<file path="config.mk">
export PLATFORM = sky130hd
export DESIGN_NAME = mux8_scanner
export DESIGN_NICKNAME = d
export VERILOG_FILES = /design/src/rtl/mux8_scanner.sv
export SDC_FILE = /design/constraint.sdc
export NUM_CORES = 1
export LEC_CHECK = 0
export CAP_MARGIN = 5
export CORE_MARGIN = 5
export CORE_UTILIZATION = 50
export DETAILED_ROUTE_END_ITERATION = 6
export PLACE_DENSITY = 0.69
export SLEW_MARGIN = 30
export SYNTH_ARGS = -nofsm -noshare
export SYNTH_HDL_FRONTEND = slang
export SYNTH_SLANG_ARGS = --single-unit
</file>
<file path="constraint.sdc">
create_clock -name clk -period 4.2 [get_ports clk]
set_clock_uncertainty 0.15 [all_clocks]
set_input_delay 0.63 -clock clk [delete_from_list [all_inputs] [get_ports clk]]
set_output_delay 0.63 -clock clk [all_outputs]
set_load 0.02 [all_outputs]
</file>
<file path="src/rtl/mux8_scanner.sv">
// mux8_scanner: steps an external 8:1 mux through channels 0..7, waits SETTLE cycles per channel, samples z0.
// Optional MUX8_SCANNER_AUTO_EN: scans repeat back-to-back forever after the first start.
module mux8_scanner #(
  parameter int SETTLE = 2
) (
  input  logic       clk,
  input  logic       rstn,
  input  logic       start,
  input  logic       z0,
  output logic       s0,
  output logic       s1,
  output logic       s2,
  output logic       busy,
  output logic [7:0] data,
  output logic       valid
);

  typedef enum logic [1:0] {
    ST_IDLE,
    ST_SETTLE,
    ST_SAMPLE,
    ST_DONE
  } state_t;

  localparam logic [7:0] SettleLast = 8'(SETTLE - 1);

  state_t      state_q;
  logic [2:0]  ch_q;
  logic [7:0]  cnt_q;
  logic [6:0]  shadow_q;
  logic        busy_q;
  logic        valid_q;
  logic [7:0]  data_q;

  // Selects come straight from the channel register, so they only move when ch_q does.
  assign {s2, s1, s0} = ch_q;
  assign busy  = busy_q;
  assign valid = valid_q;
  assign data  = data_q;

  always_ff @(posedge clk) begin
    if (!rstn) begin
      state_q  <= ST_IDLE;
      ch_q     <= 3'd0;
      cnt_q    <= 8'd0;
      shadow_q <= 7'd0;
      busy_q   <= 1'b0;
      valid_q  <= 1'b0;
      data_q   <= 8'h00;
    end else begin
      valid_q <= 1'b0;
      case (state_q)
        ST_IDLE: begin
          busy_q <= 1'b0;
          if (start) begin
            state_q <= ST_SETTLE;
            ch_q    <= 3'd0;
            cnt_q   <= 8'd0;
            busy_q  <= 1'b1;
          end
        end
        ST_SETTLE: begin
          cnt_q <= cnt_q + 8'd1;
          if (cnt_q == SettleLast) begin
            state_q <= ST_SAMPLE;
          end
        end
        ST_SAMPLE: begin
          // Channel 7 goes straight into data, so the shadow only holds 0..6.
          if (ch_q != 3'd7) begin
            shadow_q[ch_q] <= z0;
            ch_q           <= ch_q + 3'd1;
            cnt_q          <= 8'd0;
            state_q        <= ST_SETTLE;
          end else begin
            data_q  <= {z0, shadow_q};
            valid_q <= 1'b1;
            ch_q    <= 3'd0;
            state_q <= ST_DONE;
          end
        end
        ST_DONE: begin
`ifdef MUX8_SCANNER_AUTO_EN
          state_q <= ST_SETTLE;
          ch_q    <= 3'd0;
          cnt_q   <= 8'd0;
          busy_q  <= 1'b1;
`else
          state_q <= ST_IDLE;
          busy_q  <= 1'b0;
`endif
        end
        default: begin
          state_q <= ST_IDLE;
          busy_q  <= 1'b0;
        end
      endcase
    end
  end

endmodule
</file>
# Word level (Yosys, flattened, before mapping)

Index checks and enable logic that the tools add are counted.

Bitwise operators: 1
Divide/modulo/power cells: 0
Add/subtract/negate cells: 2
Multipliers: 0
Order comparisons: 2
Reductions and logical operators: 11
Eq/ne operators: 8
Shifts and indexed selects: 0
Muxes and demuxes: 16

Operators by type and width:

| kind                                                                                | number |
|---|---|
| 8-bit case mux with 3 select lines                                                  | 1 |
| 8-bit 2-to-1 mux                                                                    | 2 |
| 2-bit AND reduction                                                                 | 5 |
| 8-bit by 1-bit adder with 8-bit output, second input constant                       | 1 |
| 8-bit by 1-bit == test with 1-bit output, second input constant                     | 1 |
| 2-bit case mux with 4 select lines                                                  | 1 |
| 7-bit bitwise mux                                                                   | 1 |
| 2-bit 2-to-1 mux                                                                    | 3 |
| 3-bit 2-to-1 mux                                                                    | 2 |
| 2-bit inequality test, second input constant                                        | 3 |
| 3-bit case mux with 2 select lines                                                  | 1 |
| 2-bit == test, second input constant                                                | 2 |
| 3-bit by 4-bit less-than comparator with 1-bit output, second input constant        | 1 |
| 2-bit nonzero test                                                                  | 2 |
| 3-bit by 1-bit adder with 3-bit output, second input constant                       | 1 |
| 1-bit demux with 3-bit select                                                       | 1 |
| 3-bit by 1-bit greater-or-equal comparator with 1-bit output, second input constant | 1 |
| 1-bit 2-to-1 mux                                                                    | 3 |
| 3-bit inequality test, second input constant                                        | 1 |
| 3-bit AND reduction                                                                 | 1 |
| 3-bit nonzero test                                                                  | 1 |
| 2-bit by 1-bit == test with 1-bit output, second input constant                     | 1 |
| 2-bit zero test                                                                     | 1 |
| 1-bit case mux with 2 select lines                                                  | 1 |
| other kinds (2)                                                                     | 2 |

Memories: 0
Logic and storage cells: 47
Flip-flop bits (word level): 30
Bits in writable memories: 0
Bits in latches: 0
Output and inout bits: 13
Bits in read-only memories: 0
Input bits: 4

# Longest topological paths before layout

Gate-level depths: netlist (run 1).

Depth in word-level cells: 5
Mapped depth: 9
Mapped depth without buffers: 6

# Least setup slack after synthesis (run 1)

No wires, ideal clock.

Path kind: reg-to-reg
Start point: register ch_q[1]
End point: register cnt_q[7]
Arrival time: 1.907 ns
Cell stages (with the launch flop): 8
Data required time: 3.980 ns
Setup slack: 2.073 ns
Period minus slack after synthesis: 2.127 ns
Buffers on the path: 1
Setup time: 0.070 ns
Cells stage by stage: dfxtp_1 ha_1 ha_1 and2_4 buf_6 or3_1 or3_1 a21oi_1

Longest elaborated chain between the ends: 3

Ends and longest elaborated chain:

| what                                   | RTL line | text |
|---|---|---|
| start: declaration                     | 28       | `logic [2:0] ch_q;` |
| start signal: assignment               | 72       | `ch_q <= ch_q + 3'd1;` |
| 3-bit inequality test                  | 70       | `if (ch_q != 3'd7) begin` |
| 2-bit inequality test (no source line) | n/a      |  |
| 3-bit AND reduction (no source line)   | n/a      |  |
| end signal: assignment                 | 63       | `cnt_q <= cnt_q + 8'd1;` |
| end: declaration                       | 29       | `logic [7:0] cnt_q;` |

No other way between the ends.
A chain may end at the register's enable or synchronous reset.

# Worst setup path after layout (run 1)

Start point: register ch_q[0]
End point: output port s0

RTL lines:

| what             | RTL line | text |
|---|---|---|
| end: declaration | 10       | `output logic s0,` |

No word-level cell between the ends.

==> summary.txt, run 1 <==
Clocking
  – H-tree depth: 2
  – Clock transition at path regs: around 0.08 ns
  – Post-CTS setup buffer count: 0
  – Post-CTS Hold Buffers: 0
  – Worst skew pair latency: approximately 0.33 ns
  – Root Buffer: clkbuf_4
  – CTS-repair resized insts: 0
  – CTS Buffer Depth: 2
  – Sink Count: 30
  – Cts bufs inserted: 5
  – CTS tree: done

Synth
  – Synth Area in Adders: 0.0816
  – Seq cells post-synth: 30
  – Syn_nets: approximately 170
  – Post-Synth XOR/XNOR Area: 0.0381
  – Largest family of logic cells by synthesized area: simple AND/OR/NAND/NOR gates
  – Complex-gate fraction of the synthesized area: 0.114
  – Cell Area, Synth: roughly 1400 um^2
  – Seq/Total Area, Yosys: 0.435
  – Post-synthesis mux area share: 0.0435
  – Cell variety after synth: 31
  – Synth warn: 0
  – Synth Area per Inst: around 8.9 um^2
  – Syn Inst Count: around 160
  – Simple logic cell fraction of the synthesized area: 0.244

Worst setup path
  – Crit Path Class: register to primary output
  – CP max stage delay: between 0.6 and 0.7 ns
  – Crit-path leading delay family: buffers and inverters
  – Worst path bufs/invs: 1
  – CP max-delay cell: clkdlybuf4s50_1
  – Arrival time at the worst endpoint: between 1.5 and 2 ns
  – Crit-path cells: clkdlybuf4s50_1
  – Crit. path cell count: 1
  – Worst-case reg-to-reg path depth: 6
  – Startpoint types: register
  – Crit. End Element: primary output
  – CP max FO: 11
  – CP Data Required Time: about 3.4 ns

GRT
  – Number of global-route vias before repair: 1154
  – Total track usage: 0.159
  – First-pass GRT wire length: around 5100 um
  – Initial antenna violation count: 0
  – Largest net degree at the start of global routing: 23
  – Global route total overflow: 0

Cells and area
  – Area growth syn-to-layout: 14.9%
  – Most common cell after layout, fill and taps aside: dfxtp_1
  – Layout Cells excl Fill: 200
  – Util after Layout: 0.585
  – N_diodes: 0
  – Commonest non-fill, non-tap cells in the layout: dfxtp_1 (30), nor2_1 (22), nand2_1 (21)
  – Nets: 183
  – Fraction of layout cells with a size suffix above 1: 0.0533

Route
  – DR iter-0 viols: 47
  – DRC Markers: 0
  – Via Count: approximately 1100
  – Total iterations of the first detailed-routing run: 4
  – Final WL: ~2800 um
  – Drt wl/cell: around 14 um
  – Avg Vias per Cell: between 5 and 6
  – Post-route ant nets: 0

Outcome
  – Outcome: finished, final reports clean

Floorplanning
  – Rows: 19
  – Initial core utilization: 0.509
  – I/O pin cnt: 17
  – Core Area: roughly 2700 um^2
  – Die footprint: 3910 um^2
  – Die height: 62.5 um
  – Die X: 62.5 um

Placement
  – DP Worst Slack: between 1.5 and 2 ns
  – Cell count after placement: a little under 200
  – HPWL Detailed: around 2000 um
  – Global placer's final weighted congestion: 0.784
  – Port bufs: 16

Min path
  – Hold Crit Depth: 2
  – Worst hold path type: register to register

Timing
  – Worst-Margin Slew: roughly 0.74 ns
  – Fmax: about 0.43 GHz
  – Setup violations, final: 0
  – RSZ-0062 raised after global routing: no
  – Final Slew Violations: 0
  – Final Hold Vio Count: 0
  – Normalized max-slew margin: 0.503
  – Final worst-path cycle share: 0.551
  – Min Tclk post-route: 2.31 ns
  – Final WS setup: about 1.9 ns
  – Setup TNS: 0 ns

Pwr
  – Peak supply drop: approximately 300 uV
  – Overall power: ~0.7 mW
  – Power per cell area: between 400 and 500 nW/um^2
  – Static Leak: between 0.5 and 0.6 nW

Job
  – Max-cap violation count: 0
[logic make-up after synthesis]
family / count (synthesis)
AOI/OAI and AO/OA: 23
xor gates and xnor gates: 6
adders and majority gates: 9
buffers and inverters: 12
DFF: 30
muxes: 6
and+or+nand+nor: 69
[final timing paths]
path / startpoint / end / slack (ns)
hold / removal: shadow_q[4] / data[4] / 0.31
setup / recovery: ch_q[0] / s0 / 1.89
setup reg to reg: ch_q[0] / cnt_q[7] / 1.95
hold reg to reg: shadow_q[4] / data[4] / 0.31
[Yosys cell counts]
cell      instances  share of area
a211oi_1          2          0.011
a211oi_2          1         0.0091
a21oi_1          12          0.044
a311oi_1          1         0.0063
a32oi_1           3          0.019
and2_4            1         0.0063
buf_1             1         0.0027
buf_6             2          0.016
clkbuf_1          5          0.014
dfxtp_1          30           0.44
ha_1              9          0.082
inv_1             4          0.011
mux2i_1           6          0.044
nand2_1          21          0.057
nand2b_1          1         0.0045
nand3_1           4          0.015
nand3b_1          3          0.016
nand4_1           1         0.0045
nand4b_1          1         0.0063
nor2_1           22          0.060
nor2b_1           1         0.0045
nor3_1            2         0.0073
nor3b_1           4          0.022
nor4_1            4          0.018
nor4b_1           1         0.0063
o21ai_0           2         0.0073
o31a_1            1         0.0063
o41ai_2           1          0.012
or3_1             2         0.0091
or4b_1            1         0.0073
xnor2_1           6          0.038
[worst register-to-register path, cell delays in order (launching register included)]
cell	delay (ns)
dfxtp_1	0.42
ha_1	0.26
ha_1	0.23
and2_4	0.24
or3_1	0.40
or3_1	0.36
a21oi_1	0.14
[state kept, by name, summed over array words and instances (netlist names)]
register	cells
cnt_q	8
data	8
shadow_q	7
ch_q	3
state_q	2
busy	1
valid	1
[per-stage QoR]
step	area, um^2	hold WS (ns)
after floorplan	1380	0.281
after CTS	1590	0.314
after detailed placement	1530	0.302
final	1590	0.309
after global placement	1530	0.294
after global routing	1590	0.342
[area by class of cell]
class,count,area [um^2]
tap,31,38.8
inverter,4,15.0
clock buffer,6,51.3
timing repair buffer,16,160
sequential,30,601
fill,246,1120
multi-input combinational,113,719
[where the power goes]
part / internal, mW / switching [mW] / leakage (nW) / total [mW]
registers: 0.308 / 0.0339 / 0.243 / 0.342
clock network: 0.0752 / 0.0908 / 0.0302 / 0.166
logic: 0.0805 / 0.119 / 0.288 / 0.199
total: 0.464 / 0.243 / 0.561 / 0.707
[metal layers]
metal	share of wire	vias up	GRT usage
met4	0.016	0	0.0584
met5	0	-	0
li1	-	563	-
met3	0.046	4	0.0647
met2	0.50	18	0.271
met1	0.44	531	0.176
No activity file was read; power rests on OpenSTA's default activity.
==> inputs of run 2 (changes only) <==
==> constraint.sdc (replaced) <==
create_clock -name clk -period 2.2 [get_ports clk]
set_clock_uncertainty 0.15 [all_clocks]
set_input_delay 0.33 -clock clk [delete_from_list [all_inputs] [get_ports clk]]
set_output_delay 0.33 -clock clk [all_outputs]
set_load 0.02 [all_outputs]
==> run 2 against run 1 <==
Utilization rose by 2.8 points. Clock-buffer cell count rose by 1. Design area up 4.8%. Combinational power up 120%. Critical path type is now register to register. Largest cell class unchanged. Highest routed layer unchanged.
==> summary.txt, run 2 (synthesis gave the netlist of run 1 again) <==
Worst setup path
  – Crit. End Element: register (was primary output)
  – Origin of the worst setup path: state_q[1] (was ch_q[0])
  – Crit Path Class: register to register (was register to primary output)
  – CP Data Required Time: 2.32 ns (was 3.42 ns)
  – Arrival time at the worst endpoint: 2.21 ns (was 1.53 ns)
  – Worst reg-to-reg setup slack: 0.11 ns (was 1.95 ns)
  – Startpoint types: register (unchanged)
  – RR Startpoint: state_q[1] (was ch_q[0])
  – Reg2reg end: cnt_q[7] (unchanged)
  – Critical Path Sink: cnt_q[7] (was s0)
  – CP max FO: 9 (was 11)
  – Worst-case reg-to-reg path depth: 6 (unchanged)

Cells and area
  – Most common cell after layout, fill and taps aside: dfxtp_1 (unchanged)
  – Post-route cell area: 1660 um^2 (was 1590 um^2)
  – Fillcell total: 240 (was 246)
  – Area growth syn-to-layout: 20.4% (was 14.9%)
  – N_diodes: 0 (unchanged)
  – Fraction of layout cells with a size suffix above 1: 0.106 (was 0.0533)
  – Commonest non-fill, non-tap cells in the layout: dfxtp_1 (30), nor2_1 (22), nand2_1 (21) (unchanged)
  – Util after Layout: 0.613 (was 0.585)
  – Nets: 192 (was 183)

Placement
  – Dpl cell area: 1600 um^2 (was 1530 um^2)
  – Port bufs: 16 (unchanged)
  – HPWL Detailed: 1900 um (was 1980 um)
  – Global placer's final weighted congestion: 0.820 (was 0.784)

GRT
  – Global route total overflow: 0 (unchanged)
  – Largest net degree at the start of global routing: 23 (unchanged)
  – Total track usage: 0.154 (was 0.159)
  – Number of global-route vias before repair: 1118 (was 1154)
  – Initial antenna violation count: 0 (unchanged)
  – First-pass GRT wire length: 4890 um (was 5060 um)

Timing
  – RSZ-0062 raised after global routing: no (unchanged)
  – Final worst-path cycle share: 0.950
  – Fmax: 0.479 GHz
  – Final Hold Vio Count: 0 (unchanged)
  – Setup TNS: 0 ns (unchanged)
  – Normalized max-slew margin: 0.548 (was 0.503)
  – Min Tclk post-route: ~2.1 ns
  – Worst-Margin Slew: 0.676 ns (was 0.737 ns)
  – Final Slew Violations: 0 (unchanged)
  – Setup violations, final: 0 (unchanged)
  – Worst hold slack: 0.309 ns (about the same)

Clocking
  – Cts bufs inserted: 5 (unchanged)
  – Post-CTS Hold Buffers: 0 (unchanged)
  – CTS-repair resized insts: 0 (unchanged)
  – CTS tree: done (unchanged)
  – Post-CTS setup buffer count: 0 (unchanged)
  – Sink Count: 30 (unchanged)
  – Worst skew pair latency: 0.33 ns (about the same)
  – CTS Buffer Depth: 2 (unchanged)
  – Clock transition at path regs: 0.10 ns (was 0.08 ns)
  – H-tree depth: 2 (unchanged)
  – Root Buffer: clkbuf_4 (unchanged)

Floorplanning
  – Core Area: 2710 um^2 (unchanged)
  – Rows: 19 (unchanged)
  – I/O pin cnt: 17 (unchanged)
  – Die height: 62.5 um (unchanged)
  – Die footprint: 3910 um^2 (unchanged)
  – Initial core utilization: 0.509 (unchanged)
  – Die X: 62.5 um (unchanged)

Pwr
  – Static Leak: 0.613 nW (was 0.561 nW)
  – Power per cell area: 854 nW/um^2 (was 446 nW/um^2)
  – Peak supply drop: 628 uV (was 308 uV)
  – Overall power: 1.42 mW (was 0.707 mW)

Min path
  – Worst hold path type: register to register (unchanged)
  – Hold Crit Depth: 2 (unchanged)

Route
  – DR iter-0 viols: 21 (was 47)
  – Avg Vias per Cell: 5.37 (was 5.58)
  – Post-route ant nets: 0 (unchanged)
  – Total iterations of the first detailed-routing run: 4 (unchanged)
  – Final WL: 2770 um (about the same)
  – Via Count: 1133 (was 1116)
  – DRC Markers: 0 (unchanged)
  – Drt wl/cell: 13.1 um (was 13.8 um)

Job
  – Max-cap violation count: 0 (unchanged)

Outcome
  – Outcome: finished, final reports clean (unchanged)
[run 2: cell types whose count changed in the layout (fill, tap and decap cells not counted), sizes merged]
cell,change
buf,+9
clkbuf,+1
clkinv,+1
[run 2: worst max-delay path, cell delays in order, from the launching register on]
cell and delay (ns):
dfxtp_1 0.42, inv_1 0.11, ha_1 0.22, nor2b_1 0.24
or3_1 0.40, or3_1 0.35, a21oi_1 0.14
[run 2: worst min path at each step]
| stage | from | to | slack, ns |
|---|---|---|---|
| finish | data[0] | data[0] | 0.31 |
| global route | data[6] | data[6] | 0.34 |
| CTS | data[0] | data[0] | 0.31 |
| detailed placement | data[0] | data[0] | 0.30 |
| global placement | shadow_q[4] | data[4] | 0.29 |
| floorplan | shadow_q[2] | data[2] | 0.28 |
[run 2: layer usage]
metal,wire length [um],global-route usage,share of wire
met1,1320,0.190,0.48
met2,1290,0.242,0.47
met3,113,0.0576,0.041
met4,42,0.0557,0.015
met5,0,0,0
[run 2: through the flow]
stage | setup WS (ns) | cells
after CTS | 0.119 | 211
after global placement | 0.167 | 203
after global routing | 0.0155 | 211
final | 0.111 | 211
after detailed placement | 0.130 | 203
after floorplan | 0.0729 | 155
[run 2: where the power goes]
part | total [mW] | internal, mW | switching [mW] | leakage [nW]
registers | 0.630 | 0.588 | 0.0425 | 0.243
logic | 0.446 | 0.191 | 0.254 | 0.335
clock network | 0.343 | 0.155 | 0.188 | 0.0353
[run 2: layout make-up]
cell class                      count  area, um^2  area share
Multi-Input combinational cell    113         719       0.433
Clock buffer                        7        55.1      0.0331
Sequential cell                    30         601       0.361
Inverter                            4        15.0     0.00904
Tap cell                           31        38.8      0.0233
Clock inverter                      1        5.00     0.00301
Timing Repair Buffer               25         228       0.137
==> inputs of run 3 (changes only) <==
--- a/config.mk
+++ b/config.mk
@@ -6,6 +6,7 @@
 export NUM_CORES = 1
 export LEC_CHECK = 0
 export CAP_MARGIN = 5
+export CORE_ASPECT_RATIO = 0.5
 export CORE_MARGIN = 5
 export CORE_UTILIZATION = 50
 export DETAILED_ROUTE_END_ITERATION = 6
==> run 3 against run 2 <==
Hold slack worse by 0.0031 ns. Via count is 0.26% lower. Fmax is 2.7% higher. Design area is 1.9% higher. First-iteration DRC count is 14% higher.
==> summary.txt, run 3 (synthesis gave the netlist of run 1 again) <==
Outcome
  – Outcome: finished, final reports clean (unchanged)

Pwr
  – Peak supply drop: 671 uV (was 628 uV)
  – Power per cell area: 903 nW/um^2 (was 854 nW/um^2)
  – Overall power: 1.53 mW (was 1.42 mW)
  – Static Leak: 0.621 nW (was 0.613 nW)

GRT
  – Number of global-route vias before repair: 1038 (was 1118)
  – First-pass GRT wire length: 4690 um (was 4890 um)
  – Initial antenna violation count: 0 (unchanged)
  – Largest net degree at the start of global routing: 23 (unchanged)
  – Global route total overflow: 0 (unchanged)
  – Total track usage: 0.158 (was 0.154)

Clocking
  – Post-CTS Hold Buffers: 0 (unchanged)
  – CTS tree: done (unchanged)
  – Sink Count: 30 (unchanged)
  – CTS Buffer Depth: 2 (unchanged)
  – H-tree depth: 2 (unchanged)
  – Post-CTS setup buffer count: 0 (unchanged)
  – Root Buffer: clkbuf_8 (was clkbuf_4)
  – Worst skew pair latency: 0.27 ns (was 0.33 ns)
  – CTS-repair resized insts: 0 (unchanged)
  – Cts bufs inserted: 5 (unchanged)
  – Clock transition at path regs: 0.06 ns (was 0.10 ns)

Cells and area
  – Fillcell total: 255 (was 240)
  – Area of the multi-input gates: 719 um^2 (unchanged)
  – N_diodes: 0 (unchanged)
  – Fraction of layout cells with a size suffix above 1: 0.101 (was 0.106)
  – Reg area: 601 um^2 (unchanged)
  – Area growth syn-to-layout: 22.7% (was 20.4%)
  – Most common cell after layout, fill and taps aside: dfxtp_1 (unchanged)
  – Util after Layout: 0.646 (was 0.613)
  – Post-route cell area: 1690 um^2 (was 1660 um^2)
  – Commonest non-fill, non-tap cells in the layout: dfxtp_1 (30), nor2_1 (22), nand2_1 (21) (unchanged)
  – Nets: 191 (was 192)

Placement
  – HPWL Detailed: 1960 um (was 1900 um)
  – Port bufs: 16 (unchanged)
  – Global placer's final weighted congestion: 0.783 (was 0.820)
  – Dpl cell area: 1600 um^2 (unchanged)

Route
  – Via Count: 1130 (was 1133)
  – Final WL: 2720 um (was 2770 um)
  – Avg Vias per Cell: 5.23 (was 5.37)
  – Post-route ant nets: 0 (unchanged)
  – DRC Markers: 0 (unchanged)
  – Drt wl/cell: 12.6 um (was 13.1 um)
  – Total iterations of the first detailed-routing run: 4 (unchanged)
  – DR iter-0 viols: 24 (was 21)

Floorplanning
  – Initial core utilization: 0.527 (was 0.509)
  – Rows: 13 (was 19)
  – I/O pin cnt: 17 (unchanged)
  – Die footprint: 3970 um^2 (was 3910 um^2)
  – Die height: 47.2 um (was 62.5 um)
  – Die X: 84.3 um (was 62.5 um)
  – Core Area: 2620 um^2 (was 2710 um^2)

Timing
  – Min Tclk post-route: 2.03 ns (was 2.09 ns)
  – Normalized max-slew margin: 0.576 (was 0.548)
  – RSZ-0062 raised after global routing: no (unchanged)
  – Final worst-path cycle share: 0.925 (was 0.950)
  – Final Slew Violations: 0 (unchanged)
  – Fmax: 0.492 GHz (was 0.479 GHz)
  – Setup violations, final: 0 (unchanged)
  – Final Hold Vio Count: 0 (unchanged)
  – Worst-Margin Slew: 0.634 ns (was 0.676 ns)
  – Setup TNS: 0 ns (unchanged)

Job
  – Max-cap violation count: 0 (unchanged)

Worst setup path
  – Crit. End Element: register (unchanged)
  – Arrival time at the worst endpoint: 2.10 ns (was 2.21 ns)
  – CP max-delay cell: or3_1 (was dfxtp_1)
  – Reg2reg end: cnt_q[7] (unchanged)
  – Worst-case reg-to-reg path depth: 6 (unchanged)
  – CP max stage delay: 0.38 ns (was 0.42 ns)
  – RR Startpoint: ch_q[1] (was state_q[1])
  – Crit-path cells: ha_1 > ha_1 > and2_4 > or3_1 > or3_1 > a21oi_1 (was inv_1 > ha_1 > nor2b_1 > or3_1 > or3_1 > a21oi_1)
  – CP Data Required Time: 2.26 ns (was 2.32 ns)
  – Worst reg-to-reg setup slack: 0.17 ns (was 0.11 ns)
  – Startpoint types: register (unchanged)
  – CP max FO: 9 (unchanged)
  – Crit Path Class: register to register (unchanged)

Min path
  – Hold_sp: data[4] (was data[0])
  – Worst hold path type: register to register (unchanged)
  – Hold Path Sink: data[4] (was data[0])
  – Hold Crit Depth: 2 (unchanged)
==> run 3: layout make-up <==
cell class | instances | area share
flip-flops and latches | 30 | 0.355
repair buffers | 24 | 0.130
multi-input cells | 113 | 0.425
well taps | 37 | 0.0273
clock buffers | 7 | 0.0510
inverters | 4 | 0.00887
clock inverters | 1 | 0.00296
==> run 3: report_power, final <==
part | leakage, nW | total (mW) | internal [mW] | switching, mW
Combinational | 0.330 | 0.450 | 0.191 | 0.258
Clock | 0.0482 | 0.449 | 0.252 | 0.197
Sequential | 0.243 | 0.630 | 0.589 | 0.0417
==> run 3: per-stage QoR <==
stage / std cells / hold slack (ns) / setup slack [ns]
after floorplan: 155 / 0.281 / 0.0729
after global placement: 208 / 0.294 / 0.186
after detailed placement: 208 / 0.297 / 0.144
after CTS: 216 / 0.306 / 0.154
after global routing: 216 / 0.326 / 0.0453
final: 216 / 0.306 / 0.166
==> run 3: worst max-delay path by stage <==
stage,startpoint,to,slack (ns),depth (start not counted)
global route,state_q[0],cnt_q[7],0.05,6
CTS,ch_q[1],cnt_q[7],0.15,6
global placement,start,cnt_q[7],0.19,5
finish,ch_q[1],cnt_q[7],0.17,6
detailed placement,start,cnt_q[7],0.14,5
floorplan,ch_q[1],cnt_q[7],0.07,7
==> run 3: layer usage <==
metal  part of all wire  vias up  routed length [um]  track usage
met1               0.50      525                1360        0.195
met2               0.45       18                1210        0.263
met4              0.011        0                  31       0.0577
li1                   -      581                   -            -
met3              0.042        6                 114       0.0595
met5                  0        -                   0            0
==> run 3: critical path, delay by kind of cell, from the launching register on <==
kind	cells	cell delay (ns)
AOI/OAI and AO/OA	1	0.13
adders and majority gates	2	0.41
DFF	1	0.34
and+or+nand+nor	3	0.94
